## src/rtl/pointer_tracker_pkg.sv

```systemverilog
// Shared life_game definitions: grid geometry, tracker states and the
// sign-magnitude layout of the pointer delta fields.
package pointer_tracker_pkg;

    localparam int CELL_SIZE = 20;
    localparam int GRID_COLS = 32;
    localparam int GRID_ROWS = 24;

    localparam int IDX_W = 5;
    localparam int PIX_W = 10;

    localparam int DIR_BIT = 8;
    localparam int MAG_MSB = 7;
    localparam int MAG_LSB = 0;

    typedef logic [DIR_BIT:0] delta_t;

    typedef enum logic [1:0] {
        ST_IDLE   = 2'd0,
        ST_HOLD   = 2'd1,
        ST_TOGGLE = 2'd2
    } state_t;

    // Only the presence of a magnitude matters; its value is ignored.
    function automatic logic isStep(input delta_t d);
        return |d[MAG_MSB:MAG_LSB];
    endfunction

    function automatic logic isDecrement(input delta_t d);
        return d[DIR_BIT];
    endfunction

endpackage

```

## src/rtl/pointer_tracker_if.sv

```systemverilog
// Pointer bundle in, cursor/overlay and grid-memory toggle handshake out.
interface pointer_tracker_if;
    import pointer_tracker_pkg::*;

    logic             pointer_ready;
    delta_t           pointer_delta_x;
    delta_t           pointer_delta_y;
    logic             pointer_select;
    logic             edit_enable;
    logic [IDX_W-1:0] cursor_col;
    logic [IDX_W-1:0] cursor_row;
    logic [PIX_W-1:0] cursor_x;
    logic [PIX_W-1:0] cursor_y;
    logic             toggle_req;
    logic [IDX_W-1:0] toggle_col;
    logic [IDX_W-1:0] toggle_row;
    logic             toggle_ack;

    modport master (
        output pointer_ready, pointer_delta_x, pointer_delta_y, pointer_select,
        output edit_enable, toggle_ack,
        input  cursor_col, cursor_row, cursor_x, cursor_y,
        input  toggle_req, toggle_col, toggle_row
    );

    modport slave (
        input  pointer_ready, pointer_delta_x, pointer_delta_y, pointer_select,
        input  edit_enable, toggle_ack,
        output cursor_col, cursor_row, cursor_x, cursor_y,
        output toggle_req, toggle_col, toggle_row
    );

endinterface

```

## src/rtl/pointer_tracker_axis_stepper.sv

```systemverilog
// One cursor axis: cell index plus its pixel coordinate, kept in step by
// adding or subtracting the cell pitch, saturating at 0 and LIMIT.
module axis_stepper #(
    parameter int IDX_W = 5,
    parameter int PIX_W = 10,
    parameter int LIMIT = 31,
    parameter int STEP  = 20
) (
    input  logic             clk,
    input  logic             rst,
    input  logic             i_step,
    input  logic             i_dec,
    output logic [IDX_W-1:0] o_index,
    output logic [PIX_W-1:0] o_pixel
);

    logic [IDX_W-1:0] r_index;
    logic [PIX_W-1:0] r_pixel;
    logic             w_atLow;
    logic             w_atHigh;

    assign w_atLow  = (r_index == '0);
    assign w_atHigh = (r_index == IDX_W'(LIMIT));

    // A step that would leave the grid leaves both index and pixel untouched.
    always_ff @(posedge clk) begin
        if (rst) begin
            r_index <= '0;
            r_pixel <= '0;
        end else if (i_step) begin
            if (i_dec && !w_atLow) begin
                r_index <= r_index - IDX_W'(1);
                r_pixel <= r_pixel - PIX_W'(STEP);
            end else if (!i_dec && !w_atHigh) begin
                r_index <= r_index + IDX_W'(1);
                r_pixel <= r_pixel + PIX_W'(STEP);
            end
        end
    end

    assign o_index = r_index;
    assign o_pixel = r_pixel;

endmodule

```

## src/rtl/pointer_tracker.sv

```systemverilog
// Cursor tracker for the life game grid: steps and auto-repeats the cursor
// from the button pointer and issues req/ack cell toggles on select.
module pointer_tracker
    import pointer_tracker_pkg::*;
#(
    parameter int REPEAT_DELAY  = 25000000,
    parameter int REPEAT_PERIOD = 5000000
) (
    input  logic               clk,
    input  logic               rst,
    pointer_tracker_if.slave   bus
);

    localparam int CNT_MAX = (REPEAT_DELAY > REPEAT_PERIOD) ? REPEAT_DELAY : REPEAT_PERIOD;
    localparam int CNT_W   = (CNT_MAX > 1) ? $clog2(CNT_MAX) : 1;
    localparam logic [CNT_W-1:0] DELAY_LOAD  = CNT_W'(REPEAT_DELAY - 1);
    localparam logic [CNT_W-1:0] PERIOD_LOAD = CNT_W'(REPEAT_PERIOD - 1);

    state_t           r_state;
    logic [CNT_W-1:0] r_cnt;
    logic             r_toggleReq;
    logic [IDX_W-1:0] r_toggleCol;
    logic [IDX_W-1:0] r_toggleRow;

    state_t           w_stateNext;
    logic [CNT_W-1:0] w_cntNext;
    logic             w_reqNext;
    logic             w_capture;
    logic             w_step;
    logic             w_stepX;
    logic             w_stepY;
    logic [IDX_W-1:0] w_col;
    logic [IDX_W-1:0] w_row;
    logic [PIX_W-1:0] w_x;
    logic [PIX_W-1:0] w_y;

    always_ff @(posedge clk) begin
        if (rst) begin
            r_state     <= ST_IDLE;
            r_cnt       <= '0;
            r_toggleReq <= 1'b0;
            r_toggleCol <= '0;
            r_toggleRow <= '0;
        end else begin
            r_state     <= w_stateNext;
            r_cnt       <= w_cntNext;
            r_toggleReq <= w_reqNext;
            if (w_capture) begin
                r_toggleCol <= w_col;
                r_toggleRow <= w_row;
            end
        end
    end

    // Select wins over movement in IDLE; HOLD only accepts a new select
    // after a release back to IDLE, so each press toggles exactly once.
    always_comb begin
        w_stateNext = r_state;
        w_cntNext   = r_cnt;
        w_reqNext   = r_toggleReq;
        w_capture   = 1'b0;
        w_step      = 1'b0;
        case (r_state)
            ST_IDLE: begin
                if (bus.pointer_ready && bus.edit_enable) begin
                    if (bus.pointer_select) begin
                        w_capture   = 1'b1;
                        w_reqNext   = 1'b1;
                        w_stateNext = ST_TOGGLE;
                    end else begin
                        w_step      = 1'b1;
                        w_cntNext   = DELAY_LOAD;
                        w_stateNext = ST_HOLD;
                    end
                end
            end
            ST_HOLD: begin
                if (!bus.pointer_ready) begin
                    w_stateNext = ST_IDLE;
                end else if (!bus.pointer_select && bus.edit_enable) begin
                    if (r_cnt == '0) begin
                        w_step    = 1'b1;
                        w_cntNext = PERIOD_LOAD;
                    end else begin
                        w_cntNext = r_cnt - CNT_W'(1);
                    end
                end
            end
            ST_TOGGLE: begin
                if (bus.toggle_ack) begin
                    w_reqNext   = 1'b0;
                    w_cntNext   = DELAY_LOAD;
                    w_stateNext = ST_HOLD;
                end
            end
            default: begin
                w_stateNext = ST_IDLE;
            end
        endcase
    end

    assign w_stepX = w_step && isStep(bus.pointer_delta_x);
    assign w_stepY = w_step && isStep(bus.pointer_delta_y);

    axis_stepper #(
        .IDX_W (IDX_W),
        .PIX_W (PIX_W),
        .LIMIT (GRID_COLS - 1),
        .STEP  (CELL_SIZE)
    ) u_colStepper (
        .clk     (clk),
        .rst     (rst),
        .i_step  (w_stepX),
        .i_dec   (isDecrement(bus.pointer_delta_x)),
        .o_index (w_col),
        .o_pixel (w_x)
    );

    axis_stepper #(
        .IDX_W (IDX_W),
        .PIX_W (PIX_W),
        .LIMIT (GRID_ROWS - 1),
        .STEP  (CELL_SIZE)
    ) u_rowStepper (
        .clk     (clk),
        .rst     (rst),
        .i_step  (w_stepY),
        .i_dec   (isDecrement(bus.pointer_delta_y)),
        .o_index (w_row),
        .o_pixel (w_y)
    );

    assign bus.cursor_col = w_col;
    assign bus.cursor_row = w_row;
    assign bus.cursor_x   = w_x;
    assign bus.cursor_y   = w_y;
    assign bus.toggle_req = r_toggleReq;
    assign bus.toggle_col = r_toggleCol;
    assign bus.toggle_row = r_toggleRow;

endmodule

```

## src/flat_wrapper.sv

```systemverilog
// flat-port wrapper written by rule: the top's interface ports become plain ports
module pointer_tracker_flat import pointer_tracker_pkg::*;
#(
    parameter int REPEAT_DELAY  = 25000000,
    parameter int REPEAT_PERIOD = 5000000
)
  (clk, rst, bus_pointer_ready, bus_pointer_delta_x, bus_pointer_delta_y, bus_pointer_select, bus_edit_enable, bus_toggle_ack, bus_cursor_col, bus_cursor_row, bus_cursor_x, bus_cursor_y, bus_toggle_req, bus_toggle_col, bus_toggle_row);
  pointer_tracker_if bus_i ();
  input  logic clk;
  input  logic rst;
  input wire logic [$bits(bus_i.pointer_ready)-1:0] bus_pointer_ready;
  input wire logic [$bits(bus_i.pointer_delta_x)-1:0] bus_pointer_delta_x;
  input wire logic [$bits(bus_i.pointer_delta_y)-1:0] bus_pointer_delta_y;
  input wire logic [$bits(bus_i.pointer_select)-1:0] bus_pointer_select;
  input wire logic [$bits(bus_i.edit_enable)-1:0] bus_edit_enable;
  input wire logic [$bits(bus_i.toggle_ack)-1:0] bus_toggle_ack;
  output wire logic [$bits(bus_i.cursor_col)-1:0] bus_cursor_col;
  output wire logic [$bits(bus_i.cursor_row)-1:0] bus_cursor_row;
  output wire logic [$bits(bus_i.cursor_x)-1:0] bus_cursor_x;
  output wire logic [$bits(bus_i.cursor_y)-1:0] bus_cursor_y;
  output wire logic [$bits(bus_i.toggle_req)-1:0] bus_toggle_req;
  output wire logic [$bits(bus_i.toggle_col)-1:0] bus_toggle_col;
  output wire logic [$bits(bus_i.toggle_row)-1:0] bus_toggle_row;
  assign bus_i.pointer_ready = bus_pointer_ready;
  assign bus_i.pointer_delta_x = bus_pointer_delta_x;
  assign bus_i.pointer_delta_y = bus_pointer_delta_y;
  assign bus_i.pointer_select = bus_pointer_select;
  assign bus_i.edit_enable = bus_edit_enable;
  assign bus_i.toggle_ack = bus_toggle_ack;
  assign bus_cursor_col = bus_i.cursor_col;
  assign bus_cursor_row = bus_i.cursor_row;
  assign bus_cursor_x = bus_i.cursor_x;
  assign bus_cursor_y = bus_i.cursor_y;
  assign bus_toggle_req = bus_i.toggle_req;
  assign bus_toggle_col = bus_i.toggle_col;
  assign bus_toggle_row = bus_i.toggle_row;
  pointer_tracker #(.REPEAT_DELAY(REPEAT_DELAY), .REPEAT_PERIOD(REPEAT_PERIOD)) u_core (.clk(clk), .rst(rst), .bus(bus_i));
endmodule
```

## config.mk

```make
export PLATFORM = sky130hd
export DESIGN_NAME = pointer_tracker_flat
export DESIGN_NICKNAME = d
export VERILOG_FILES = /design/src/rtl/pointer_tracker_pkg.sv /design/src/rtl/pointer_tracker_if.sv /design/src/rtl/pointer_tracker_axis_stepper.sv /design/src/rtl/pointer_tracker.sv /design/src/flat_wrapper.sv
export SDC_FILE = /design/constraint.sdc
export NUM_CORES = 1
export LEC_CHECK = 0
export BUFFER_PORTS_ARGS = -buffer_cell sky130_fd_sc_hd__buf_2
export CORE_MARGIN = 3
export CORE_UTILIZATION = 30
export DETAILED_ROUTE_END_ITERATION = 10
export PLACE_DENSITY = 0.6
export SLEW_MARGIN = 25
export SYNTH_ARGS = -nofsm -noshare
export SYNTH_HDL_FRONTEND = slang
export SYNTH_SLANG_ARGS = --single-unit
```

## constraint.sdc

```tcl
create_clock -name clk -period 6.6 [get_ports clk]
set_input_delay 1.98 -clock clk [delete_from_list [all_inputs] [get_ports clk]]
set_output_delay 1.98 -clock clk [all_outputs]
set_load 0.1 [all_outputs]
```

==> insert_results.sql, run 1 <==
INSERT INTO impl_metrics (metric_group, metric, value, unit) VALUES
('status', 'outcome', 'complete, no violations', ''),
('sta', 'fin_crit', '4.14', 'ns'),
('die', 'floorplan.io_pins', '65', ''),
('detailed_routing', 'route.detailed.vias_per_inst', '5.10', ''),
('sta', 'timing.final.ws_setup', '2.46', 'ns'),
('clocking', 'clk_root_buffer_cell', 'clkbuf_16', ''),
('die', 'row_count', '39', ''),
('pwr', 'p_int', '0.000807', 'W'),
('cells_and_area', 'num-fill-cells', '1182', ''),
('grt', 'globalRoute.totalOverflow', '0', ''),
('clocking', 'cts_resized', '0', ''),
('pwr', 'power_frac_comb', '0.170', ''),
('grt', 'global_route_wire_length_before_repair', '14.7', 'mm'),
('critical_path', 'timing.critical_path.mode_cell', 'a21oi_1', ''),
('sta', 'timing.final.crit_share', '0.627', ''),
('sta', 'timing.fmax', '242', 'MHz'),
('detailed_routing', 'postRouteAntennaNets', '0', ''),
('place', 'port_buffers', '60', ''),
('synthesis', 'post_synth_num_cell_types', '59', ''),
('grt', 'number_of_antenna_violations_at_the_first_check_in_global_routing', '0', ''),
('clocking', 'htree_levels', '3', ''),
('sta', 'relSlewSlack', '0.429', ''),
('cells_and_area', 'area_of_the_multi_input_gates', '2210', 'µm²'),
('detailed_routing', 'first_pass_drt_iterations', '4', ''),
('detailed_routing', 'initialDrtViolationCount', '51', ''),
('clocking', 'clock_tree_from_tritoncts', 'done', ''),
('cells_and_area', 'layout_commonest_cell', 'dfxtp_1', ''),
('critical_path', 'critical_path.max_stage_delay', '0.38', 'ns'),
('pwr', 'clkPwrFrac', '0.456', ''),
('cells_and_area', 'stdcell_area', '4380', 'µm²'),
('cells_and_area', 'antenna_cells', '0', ''),
('synthesis', 'ys_dominant_reg_cell', 'dfxtp_1', ''),
('place', 'place_worst_setup_slack', '2.11', 'ns'),
('clocking', 'clk_pin_slew_worst_paths', '0.05', 'ns'),
('grt', 'grtUsageTotal', '0.135', ''),
('pwr', 'power_total', '0.00113', 'W'),
('cells_and_area', 'layout_common_cells', 'dfxtp_1 (64), buf_2 (60), nor2_1 (55), a21oi_1 (33), xnor2_1 (25)', ''),
('synthesis', 'synth_area_leaders', 'dfxtp_1 (35%), ha_1 (6.9%), xnor2_1 (6.0%), mux2i_1 (5.8%), nor2_1 (5.7%)', ''),
('clocking', 'ctsHoldBuffers', '0', ''),
('critical_path', 'critical_path_arrival', '4.40', 'ns'),
('critical_path', 'timing.critical_path.to_type', 'register', ''),
('cells_and_area', 'final_net_count', '527', ''),
('clocking', 'cts_inserted_buffers', '9', ''),
('sta', 'setup_viol', '0', ''),
('detailed_routing', 'post-route-drc-count', '0', ''),
('pwr', 'total_switching_power', '0.000322', 'W'),
('sta', 'report.final.slew_viol_count', '0', ''),
('synthesis', 'synth_async_sr_flop_share', '0', ''),
('synthesis', 'synth_cells', '422', ''),
('place', 'final_weighted_congestion_in_routability_driven_placement', '0.823', ''),
('die', 'die_area', '13500', 'µm²'),
('pwr', 'static-leakage-power', '1.88', 'nW'),
('sta', 'worst_pin_slew', '0.847', 'ns'),
('worst_hold_path', 'hp-class', 'reg2reg', ''),
('flow_run', 'max_cap_violations', '0', ''),
('clocking', 'clock_sinks', '64', ''),
('sta', 'rsz0062_at_grt', 'no', ''),
('synthesis', 'syn_avg_cell_area', '8.64', 'µm²'),
('pwr', 'power.share.switching', '0.285', ''),
('critical_path', 'crit_type', 'in2reg', ''),
('die', 'fp.dieH', '116', 'µm'),
('critical_path', 'slowest_stage', 'inv_1', ''),
('detailed_routing', 'route.final.wire_length', '8.56', 'mm'),
('synthesis', 'synth_sequential_area_ratio', '0.351', ''),
('sta', 'totalNegativeSetupSlack', '0', 'ns'),
('pwr', 'pwr-share-seq', '0.374', ''),
('sta', 'fin_skew', '0.00634', 'ns'),
('detailed_routing', 'avgRoutedWirePerCell', '13.7', 'µm'),
('place', 'dp.cells', '611', ''),
('synthesis', 'postSynthRegisterBits', '64', ''),
('clocking', 'clock_insertion_delay_worst_skew', '0.33', 'ns');
power by group through the flow:
stage          logic [W]  registers (W)  clock network (W)
2_1_floorplan   0.000133       0.000450                  0
3_3_place_gp    0.000187       0.000430                  0
3_5_place_dp    0.000191       0.000431                  0
4_1_cts         0.000192       0.000423           0.000529
5_1_grt         0.000214       0.000426           0.000545
6_report        0.000192       0.000423           0.000515
path summary, 6_finish.rpt:
check | start | endpoint | slack, ns | depth (start not counted)
min | u_core.u_rowStepper.o_pixel[9] | u_core.u_rowStepper.o_pixel[9] | 0.49 | 2
max | bus_pointer_delta_y[8] | u_core.u_rowStepper.o_pixel[9] | 2.46 | 10
min reg2reg | u_core.u_rowStepper.o_pixel[9] | u_core.u_rowStepper.o_pixel[9] | 0.49 | 2
max reg2reg | u_core.u_rowStepper.o_index[0] | u_core.u_rowStepper.o_pixel[9] | 2.93 | 10
worst max-delay path: cells and delay by family:
family | cells | cell delay [ns]
AND/OR/NAND/NOR | 1 | 0.33
XOR/XNOR | 1 | 0.12
buffers and inverters | 2 | 0.49
AO/OA/AOI/OAI | 5 | 1.11
adder cells (fa/ha/maj) | 1 | 0.38
registers in the layout, summed over array words and instances (netlist names):
register,count
u_core.u_rowStepper.o_index,5
u_core.r_state,2
u_core.u_colStepper.o_pixel,8
u_core.bus.toggle_req,1
u_core.r_cnt,25
u_core.bus.toggle_row,5
u_core.u_colStepper.o_index,5
u_core.u_rowStepper.o_pixel,8
u_core.bus.toggle_col,5
through the flow:
step,hold slack (ns),utilization
floorplan,0.458,-
global placement,0.470,0.348
detailed placement,0.482,0.348
CTS,0.490,0.376
global route,0.518,0.376
finish,0.486,0.376
final cells by class:
type,count,area share
well taps,143,0.0408
clock buffers,11,0.0554
repair buffers,62,0.0720
inverters,20,0.0171
multi-input cells,322,0.504
clock inverters,5,0.0183
flip-flops and latches,64,0.292
synthesized netlist by cell type (2+ instances only):
library cell  number
o21a_1             4
o211ai_1           3
xnor2_1           25
and3_1             2
dfxtp_1           64
a21oi_1           33
nor2_1            55
nor4b_1            2
nor4_1            13
o21ai_2            2
buf_4              6
and2_1             2
or4_1              2
nand2b_1           3
or2_2              3
inv_1             19
nand4_1            5
nor2b_1            3
nand2_1           23
ha_1              20
nand3b_1           2
o221a_2            2
a31o_2             2
nor3_1            15
xor2_1             8
fa_1               4
o21ai_0           15
mux2i_1           21
a211oi_1           2
or3_1              4
o41ai_1            3
nand3_1            7
clkbuf_1          11
a311oi_1           2
a21o_1             5
a31oi_1            6
nor4_2             2
cell families (layout without fill, tap and decap cells):
family                   after synthesis  in the layout  synth area share
adder cells (fa/ha/maj)               24             24            0.0906
AO/OA/AOI/OAI                         89             89             0.157
AND/OR/NAND/NOR                      150            150             0.213
flip-flops                            64             64             0.351
XOR/XNOR                              33             33            0.0792
multiplexers                          22             22            0.0607
other                                  1              4           0.00103
buffers and inverters                 39             98            0.0467
layer usage:
layer / wire length (µm) / global-route usage / share of wire / vias up
met5: 0 / 0 / 0 / -
li1: - / - / - / 1624
met3: 313 / 0.0399 / 0.037 / 14
met4: 182 / 0.0541 / 0.021 / 0
met2: 4080 / 0.223 / 0.48 / 54
met1: 3990 / 0.166 / 0.47 / 1507
No activity file was read; power rests on OpenSTA's default activity.
==> run 2, diff against run 1 <==
--- a/config.mk
+++ b/config.mk
@@ -9,7 +9,7 @@
 export CORE_MARGIN = 3
 export CORE_UTILIZATION = 30
 export DETAILED_ROUTE_END_ITERATION = 10
-export PLACE_DENSITY = 0.6
+export PLACE_DENSITY = 0.62
 export SLEW_MARGIN = 25
 export SYNTH_ARGS = -nofsm -noshare
 export SYNTH_HDL_FRONTEND = slang
==> constraint.sdc (replaced) <==
create_clock -name clk -period 3.45 [get_ports clk]
set_input_delay 1.035 -clock clk [delete_from_list [all_inputs] [get_ports clk]]
set_output_delay 1.035 -clock clk [all_outputs]
set_load 0.1 [all_outputs]
==> run 2 against run 1 <==
Compared with the run above: clock skew grew 0.0019 ns; critical path depth is the same; setup slack lost 2.1 ns; wire length grew 1.2%; largest cell class unchanged; sequential power grew 91%; design area grew 1.6%; global-route usage is essentially flat; critical endpoint is now u_core.u_colStepper.o_pixel[9]; clock power grew 120%; final cell count grew 0.48%; core utilization grew 0.59 points; power grew 100%; non-clock buffer count grew 3; highest routed layer unchanged.
==> insert_results.sql, run 2 (synthesis gave the netlist of run 1 again) <==
INSERT INTO impl_metrics (metric_group, metric, value, unit) VALUES
('critical_path', 'timing.critical_path.to_type', 'register', ''),
('grt', 'grt_max_degree', '24', ''),
('die', 'core-area', '11700', 'µm²'),
('status', 'outcome', 'complete, no violations', ''),
('detailed_routing', 'dr_total_vias', '3163', ''),
('clocking', 'cts_resized', '0', ''),
('flow_run', 'max_cap_violations', '0', ''),
('clocking', 'clock_insertion_delay_worst_skew', '0.33', 'ns'),
('sta', 'relSlewSlack', '0.412', ''),
('pwr', 'total_switching_power', '0.000614', 'W'),
('pwr', 'static-leakage-power', '1.93', 'nW'),
('place', 'dp.cells', '614', ''),
('pwr', 'power_frac_comb', '0.160', ''),
('grt', 'vias_in_the_first_global_route', '3079', ''),
('worst_hold_path', 'hp-class', 'reg2reg', ''),
('detailed_routing', 'initialDrtViolationCount', '141', ''),
('pwr', 'vdd_ir_drop_max', '220', 'µV'),
('die', 'fp.dieH', '116', 'µm'),
('place', 'port_buffers', '60', ''),
('clocking', 'cts_setup_buffers', '0', ''),
('detailed_routing', 'avgRoutedWirePerCell', '13.8', 'µm'),
('critical_path', 'slowest_stage', 'or4_1', ''),
('grt', 'global_route_wire_length_before_repair', '14.6', 'mm'),
('sta', 'setup_viol', '0', ''),
('grt', 'globalRoute.totalOverflow', '0', ''),
('pwr', 'power.share.switching', '0.266', ''),
('critical_path', 'critical_path_arrival', '3.34', 'ns'),
('cells_and_area', 'regMostFlops', 'u_core.r_cnt', ''),
('clocking', 'clk_pin_slew_worst_paths', '0.05', 'ns'),
('critical_path', 'timing.critical_path.mode_cell', 'a21oi_1', ''),
('detailed_routing', 'route.detailed.vias_per_inst', '5.02', ''),
('detailed_routing', 'route.final.wire_length', '8.67', 'mm'),
('critical_path', 'critical_path.cell_chain', 'or4_1, o21ai_2, inv_2, ha_1, a21oi_1, o211ai_1, o41ai_1, xnor2_1, or3_1, a21oi_1', ''),
('clocking', 'buffer_levels_on_the_longest_clock_path', '2', ''),
('sta', 'timing.final.crit_share', '0.893', ''),
('cells_and_area', 'finish.cell_count_without_fillers', '630', ''),
('critical_path', 'critical_path.max_stage_delay', '0.53', 'ns'),
('critical_path', 'timing.critical_path.required', '3.71', 'ns'),
('sta', 'rsz0062_at_grt', 'no', ''),
('critical_path', 'crit_fanout', '9', ''),
('sta', 'final_hold_viol_count', '0', ''),
('critical_path', 'crit_type', 'reg2reg', ''),
('cells_and_area', 'area_growth', '22.0', '%'),
('detailed_routing', 'postRouteAntennaNets', '0', ''),
('die', 'die_area', '13500', 'µm²'),
('clocking', 'htree_levels', '3', ''),
('place', 'final_weighted_congestion_in_routability_driven_placement', '0.837', ''),
('cells_and_area', 'largest_reg_flops', '25', ''),
('die', 'floorplan.io_pins', '65', ''),
('clocking', 'clk_root_buffer_cell', 'clkbuf_16', ''),
('clocking', 'ctsHoldBuffers', '0', ''),
('sta', 'worst_pin_slew', '0.881', 'ns'),
('detailed_routing', 'first_pass_drt_iterations', '4', ''),
('pwr', 'pwr-share-seq', '0.351', ''),
('grt', 'grtUsageTotal', '0.136', ''),
('detailed_routing', 'post-route-drc-count', '0', ''),
('place', 'dp_hpwl', '6.39', 'mm'),
('sta', 'report.final.slew_viol_count', '0', ''),
('die', 'initial_core_utilization', '0.313', ''),
('cells_and_area', 'layout_commonest_cell', 'dfxtp_1', ''),
('sta', 'fin_crit', '3.08', 'ns'),
('clocking', 'clock_tree_from_tritoncts', 'done', ''),
('die', 'die-width', '116', 'µm'),
('pwr', 'clkPwrFrac', '0.489', ''),
('cells_and_area', 'num-fill-cells', '1127', ''),
('pwr', 'p_int', '0.00169', 'W'),
('die', 'row_count', '39', ''),
('sta', 'fin_skew', '0.00825', 'ns'),
('clocking', 'cts_inserted_buffers', '9', ''),
('sta', 'totalNegativeSetupSlack', '0', 'ns'),
('grt', 'number_of_antenna_violations_at_the_first_check_in_global_routing', '0', ''),
('sta', 'timing.fmax', '325', 'MHz'),
('critical_path', 'crit_path_start_kind', 'register', ''),
('pwr', 'power_total', '0.00230', 'W'),
('pwr', 'power.density', '518', 'nW/µm²'),
('clocking', 'clock_sinks', '64', ''),
('cells_and_area', 'antenna_cells', '0', ''),
('cells_and_area', 'final_net_count', '530', ''),
('cells_and_area', 'layout_common_cells', 'dfxtp_1 (64), buf_2 (60), nor2_1 (55), a21oi_1 (33), xnor2_1 (25)', ''),
('cells_and_area', 'final_layout_size_suffix_gt1_frac', '0.205', '');
-- run 2: cell type report --
cell class / count / area (µm²) / area share
multi-input combinational: 322 / 2210 / 0.496
sequential: 64 / 1280 / 0.288
timing repair buffer: 65 / 338 / 0.0759
clock buffer: 10 / 239 / 0.0537
tap: 143 / 179 / 0.0402
clock inverter: 6 / 130 / 0.0292
inverter: 20 / 75.1 / 0.0169
-- run 2: final timing paths --
check / end / from / slack (ns) / depth (start not counted)
setup / recovery: u_core.u_colStepper.o_pixel[9] / u_core.u_colStepper.o_index[1] / 0.37 / 10
hold / removal: u_core.u_colStepper.o_pixel[9] / u_core.u_colStepper.o_pixel[9] / 0.48 / 2
setup reg to reg: u_core.u_colStepper.o_pixel[9] / u_core.u_colStepper.o_index[1] / 0.37 / 10
hold reg to reg: u_core.u_colStepper.o_pixel[9] / u_core.u_colStepper.o_pixel[9] / 0.48 / 2
-- run 2: layer usage --
metal,part of all wire,vias to the layer above,track usage
met5,0,-,0
met4,0.013,0,0.0526
met3,0.037,7,0.0295
met2,0.49,59,0.231
met1,0.46,1474,0.167
li1,-,1623,-
-- run 2: critical path, delay by kind of cell, from the launching register on --
family / cells / cell delay, ns
DFF: 1 / 0.36
adders and majority gates: 1 / 0.31
xor gates and xnor gates: 1 / 0.11
buffers and inverters: 1 / 0.19
and+or+nand+nor: 2 / 0.84
AOI/OAI and AO/OA: 5 / 1.19
-- run 2: power by group through the flow --
stage / registers (W) / logic, W / clock network (W)
global route: 0.000814 / 0.000409 / 0.00117
finish: 0.000809 / 0.000370 / 0.00113
CTS: 0.000808 / 0.000368 / 0.00115
floorplan: 0.000861 / 0.000255 / 0
detailed placement: 0.000824 / 0.000366 / 0
global placement: 0.000823 / 0.000361 / 0
-- run 2: stage by stage --
stage | instance area, µm² | setup WS, ns | util | hold slack (ns)
2_1_floorplan | 3660 | 0.0315 | - | 0.458
3_3_place_gp | 4080 | 0.390 | 0.350 | 0.469
3_5_place_dp | 4080 | 0.340 | 0.350 | 0.480
4_1_cts | 4450 | 0.338 | 0.382 | 0.489
5_1_grt | 4450 | 0.120 | 0.382 | 0.507
6_report | 4450 | 0.370 | 0.382 | 0.479
==> run 3, diff against run 2 <==
==> constraint.sdc (replaced) <==
create_clock -name clk -period 3.45 [get_ports clk]
set_input_delay 0.1725 -clock clk [delete_from_list [all_inputs] [get_ports clk]]
set_output_delay 0.1725 -clock clk [all_outputs]
set_load 0.1 [all_outputs]
==> run 3 against run 2 <==
Compared with the run above: critical path depth unchanged; highest routed layer unchanged; maximum frequency up 5.4%; core utilization down 0.65 points; register-to-register slack better by 0.16 ns; clock power down 19%; design area down 1.7%; via count up 1.3%; sequential power about the same; sequential share of layout area up 0.50 points; critical endpoint is now u_core.u_rowStepper.o_pixel[9]; largest power group unchanged; clock skew down 0.00064 ns.
==> insert_results.sql, run 3 (synthesis gave the netlist of run 1 again) <==
INSERT INTO impl_metrics (metric_group, metric, value, unit) VALUES
('status', 'outcome', 'complete, no violations', ''),
('place', 'port_buffers', '60', ''),
('worst_hold_path', 'whs_path_depth', '4', ''),
('pwr', 'power_total', '0.00209', 'W'),
('die', 'initial_core_utilization', '0.313', ''),
('flow_run', 'max_cap_violations', '0', ''),
('sta', 'totalNegativeSetupSlack', '0', 'ns'),
('clocking', 'ctsHoldBuffers', '0', ''),
('worst_hold_path', 'holdPathEnd', 'u_core.r_state[1]', ''),
('cells_and_area', 'regMostFlops', 'u_core.r_cnt', ''),
('pwr', 'static-leakage-power', '1.89', 'nW'),
('critical_path', 'regToRegEndpoint', 'u_core.u_rowStepper.o_pixel[9]', ''),
('clocking', 'cts_resized', '0', ''),
('pwr', 'p_int', '0.00149', 'W'),
('critical_path', 'length_in_cells_of_the_worst_reg_to_reg_path', '10', ''),
('detailed_routing', 'first_pass_drt_iterations', '4', ''),
('detailed_routing', 'detailroute.wirelength.met2', '4.01', 'mm'),
('sta', 'fin_crit', '2.92', 'ns'),
('clocking', 'cts_setup_buffers', '0', ''),
('detailed_routing', 'route.detailed.vias_per_inst', '5.09', ''),
('critical_path', 'timing.critical_path.required', '3.70', 'ns'),
('place', 'final_weighted_congestion_in_routability_driven_placement', '0.863', ''),
('clocking', 'clk_pin_slew_worst_paths', '0.06', 'ns'),
('clocking', 'clock_insertion_delay_worst_skew', '0.33', 'ns'),
('cells_and_area', 'final_net_count', '529', ''),
('clocking', 'buffer_levels_on_the_longest_clock_path', '2', ''),
('sta', 'worst_pin_slew', '0.937', 'ns'),
('detailed_routing', 'postRouteAntennaNets', '0', ''),
('sta', 'timing.fmax', '342', 'MHz'),
('critical_path', 'critical_path_arrival', '3.18', 'ns'),
('die', 'die_area', '13500', 'µm²'),
('place', 'dp_hpwl', '6.27', 'mm'),
('clocking', 'cts_inserted_buffers', '9', ''),
('sta', 'timing.final.crit_share', '0.847', ''),
('sta', 'relSlewSlack', '0.371', ''),
('clocking', 'clk_root_buffer_cell', 'clkbuf_16', ''),
('pwr', 'vdd_ir_drop_max', '249', 'µV'),
('detailed_routing', 'drt-met1-wl', '4.07', 'mm'),
('clocking', 'htree_levels', '3', ''),
('clocking', 'clock_tree_from_tritoncts', 'done', ''),
('critical_path', 'r2r_start', 'u_core.u_rowStepper.o_index[0]', ''),
('detailed_routing', 'route.final.wire_length', '8.53', 'mm'),
('sta', 'worst_hold_slack', '0.206', 'ns'),
('cells_and_area', 'layout_common_cells', 'dfxtp_1 (64), buf_2 (60), nor2_1 (55), a21oi_1 (33), xnor2_1 (25)', ''),
('sta', 'final_hold_viol_count', '0', ''),
('detailed_routing', 'avgRoutedWirePerCell', '13.6', 'µm'),
('pwr', 'power.density', '478', 'nW/µm²'),
('die', 'die-width', '116', 'µm'),
('grt', 'globalRoute.totalOverflow', '0', ''),
('die', 'fp.dieH', '116', 'µm'),
('critical_path', 'crit_path_start_kind', 'register', ''),
('cells_and_area', 'largest_reg_flops', '25', ''),
('critical_path', 'crit_fanout', '9', ''),
('detailed_routing', 'dr_total_vias', '3203', ''),
('critical_path', 'crit_type', 'reg2reg', ''),
('pwr', 'power.share.switching', '0.286', ''),
('sta', 'fin_skew', '0.00760', 'ns'),
('critical_path', 'timing.critical_path.to_type', 'register', ''),
('die', 'core-area', '11700', 'µm²'),
('pwr', 'pwr-share-seq', '0.387', ''),
('pwr', 'total_switching_power', '0.000599', 'W'),
('pwr', 'clkPwrFrac', '0.437', ''),
('place', 'dpl_cell_area', '4070', 'µm²'),
('detailed_routing', 'post-route-drc-count', '0', ''),
('pwr', 'power_frac_comb', '0.176', ''),
('grt', 'global_route_wire_length_before_repair', '14.6', 'mm'),
('die', 'floorplan.io_pins', '65', ''),
('cells_and_area', 'final_layout_size_suffix_gt1_frac', '0.200', ''),
('cells_and_area', 'stdcell_area', '4370', 'µm²'),
('grt', 'grtUsageTotal', '0.134', ''),
('grt', 'vias_in_the_first_global_route', '3072', ''),
('worst_hold_path', 'worst_hold_startpoint', 'bus_toggle_ack', ''),
('critical_path', 'timing.reg2reg.setup_slack', '0.53', 'ns'),
('sta', 'report.final.slew_viol_count', '0', ''),
('clocking', 'clock_sinks', '64', ''),
('grt', 'grt_max_degree', '40', ''),
('grt', 'number_of_antenna_violations_at_the_first_check_in_global_routing', '0', ''),
('worst_hold_path', 'hp-class', 'in2reg', ''),
('die', 'row_count', '39', ''),
('sta', 'rsz0062_at_grt', 'no', ''),
('detailed_routing', 'initialDrtViolationCount', '142', ''),
('cells_and_area', 'area_growth', '19.9', '%'),
('sta', 'setup_viol', '0', ''),
('detailed_routing', 'top_signal_layer_used', 'met4', ''),
('cells_and_area', 'num-fill-cells', '1179', ''),
('cells_and_area', 'antenna_cells', '0', ''),
('cells_and_area', 'layout_commonest_cell', 'dfxtp_1', ''),
('detailed_routing', 'route.met3.wl', '334', 'µm');
## run 3: worst max-delay path by stage
stage	startpoint	slack, ns	endpoint	cells past startpoint
after floorplan	u_core.u_rowStepper.o_index[0]	0.03	u_core.u_rowStepper.o_pixel[9]	10
after global placement	u_core.u_rowStepper.o_index[0]	0.63	u_core.u_rowStepper.o_pixel[9]	10
after detailed placement	u_core.u_rowStepper.o_index[0]	0.54	u_core.u_rowStepper.o_pixel[9]	10
after CTS	u_core.u_rowStepper.o_index[0]	0.52	u_core.u_rowStepper.o_pixel[9]	10
after global routing	u_core.u_rowStepper.o_index[0]	0.28	u_core.u_rowStepper.o_pixel[9]	10
final	u_core.u_rowStepper.o_index[0]	0.53	u_core.u_rowStepper.o_pixel[9]	10
## run 3: cell type report
type                       count  area [µm²]  area share
tap                          143         179      0.0409
sequential                    64        1280       0.293
timing repair buffer          64         330      0.0755
clock buffer                  13         260      0.0595
inverter                      20        75.1      0.0172
multi-input combinational    322        2210       0.505
clock inverter                 3        40.0     0.00916
## run 3: layer usage
layer | global-route usage | up-vias
met2 | 0.220 | 46
met4 | 0.0534 | 0
met1 | 0.168 | 1523
li1 | - | 1622
met5 | 0 | -
met3 | 0.0321 | 12
## run 3: worst max-delay path, cell delays in order (launching register included)
cell	delay, ns
dfxtp_1	0.36
or4_1	0.54
o21ai_1	0.17
inv_1	0.19
ha_1	0.33
a21oi_1	0.18
o211ai_1	0.15
o41ai_1	0.35
xnor2_1	0.13
or3_1	0.31
a21oi_1	0.14
## run 3: per-stage QoR
step	cells	utilization	worst slack [ns]
after floorplan	425	-	0.0315
after global placement	613	0.349	0.633
after detailed placement	613	0.349	0.539
after CTS	629	0.375	0.517
after global routing	629	0.375	0.280
final	629	0.375	0.528
## run 3: power groups by stage
stage	clock network [W]	registers, W	logic [W]
floorplan	0	0.000861	0.000255
global placement	0	0.000822	0.000360
detailed placement	0	0.000824	0.000365
CTS	0.000931	0.000809	0.000368
global route	0.000965	0.000814	0.000408
finish	0.000912	0.000809	0.000368
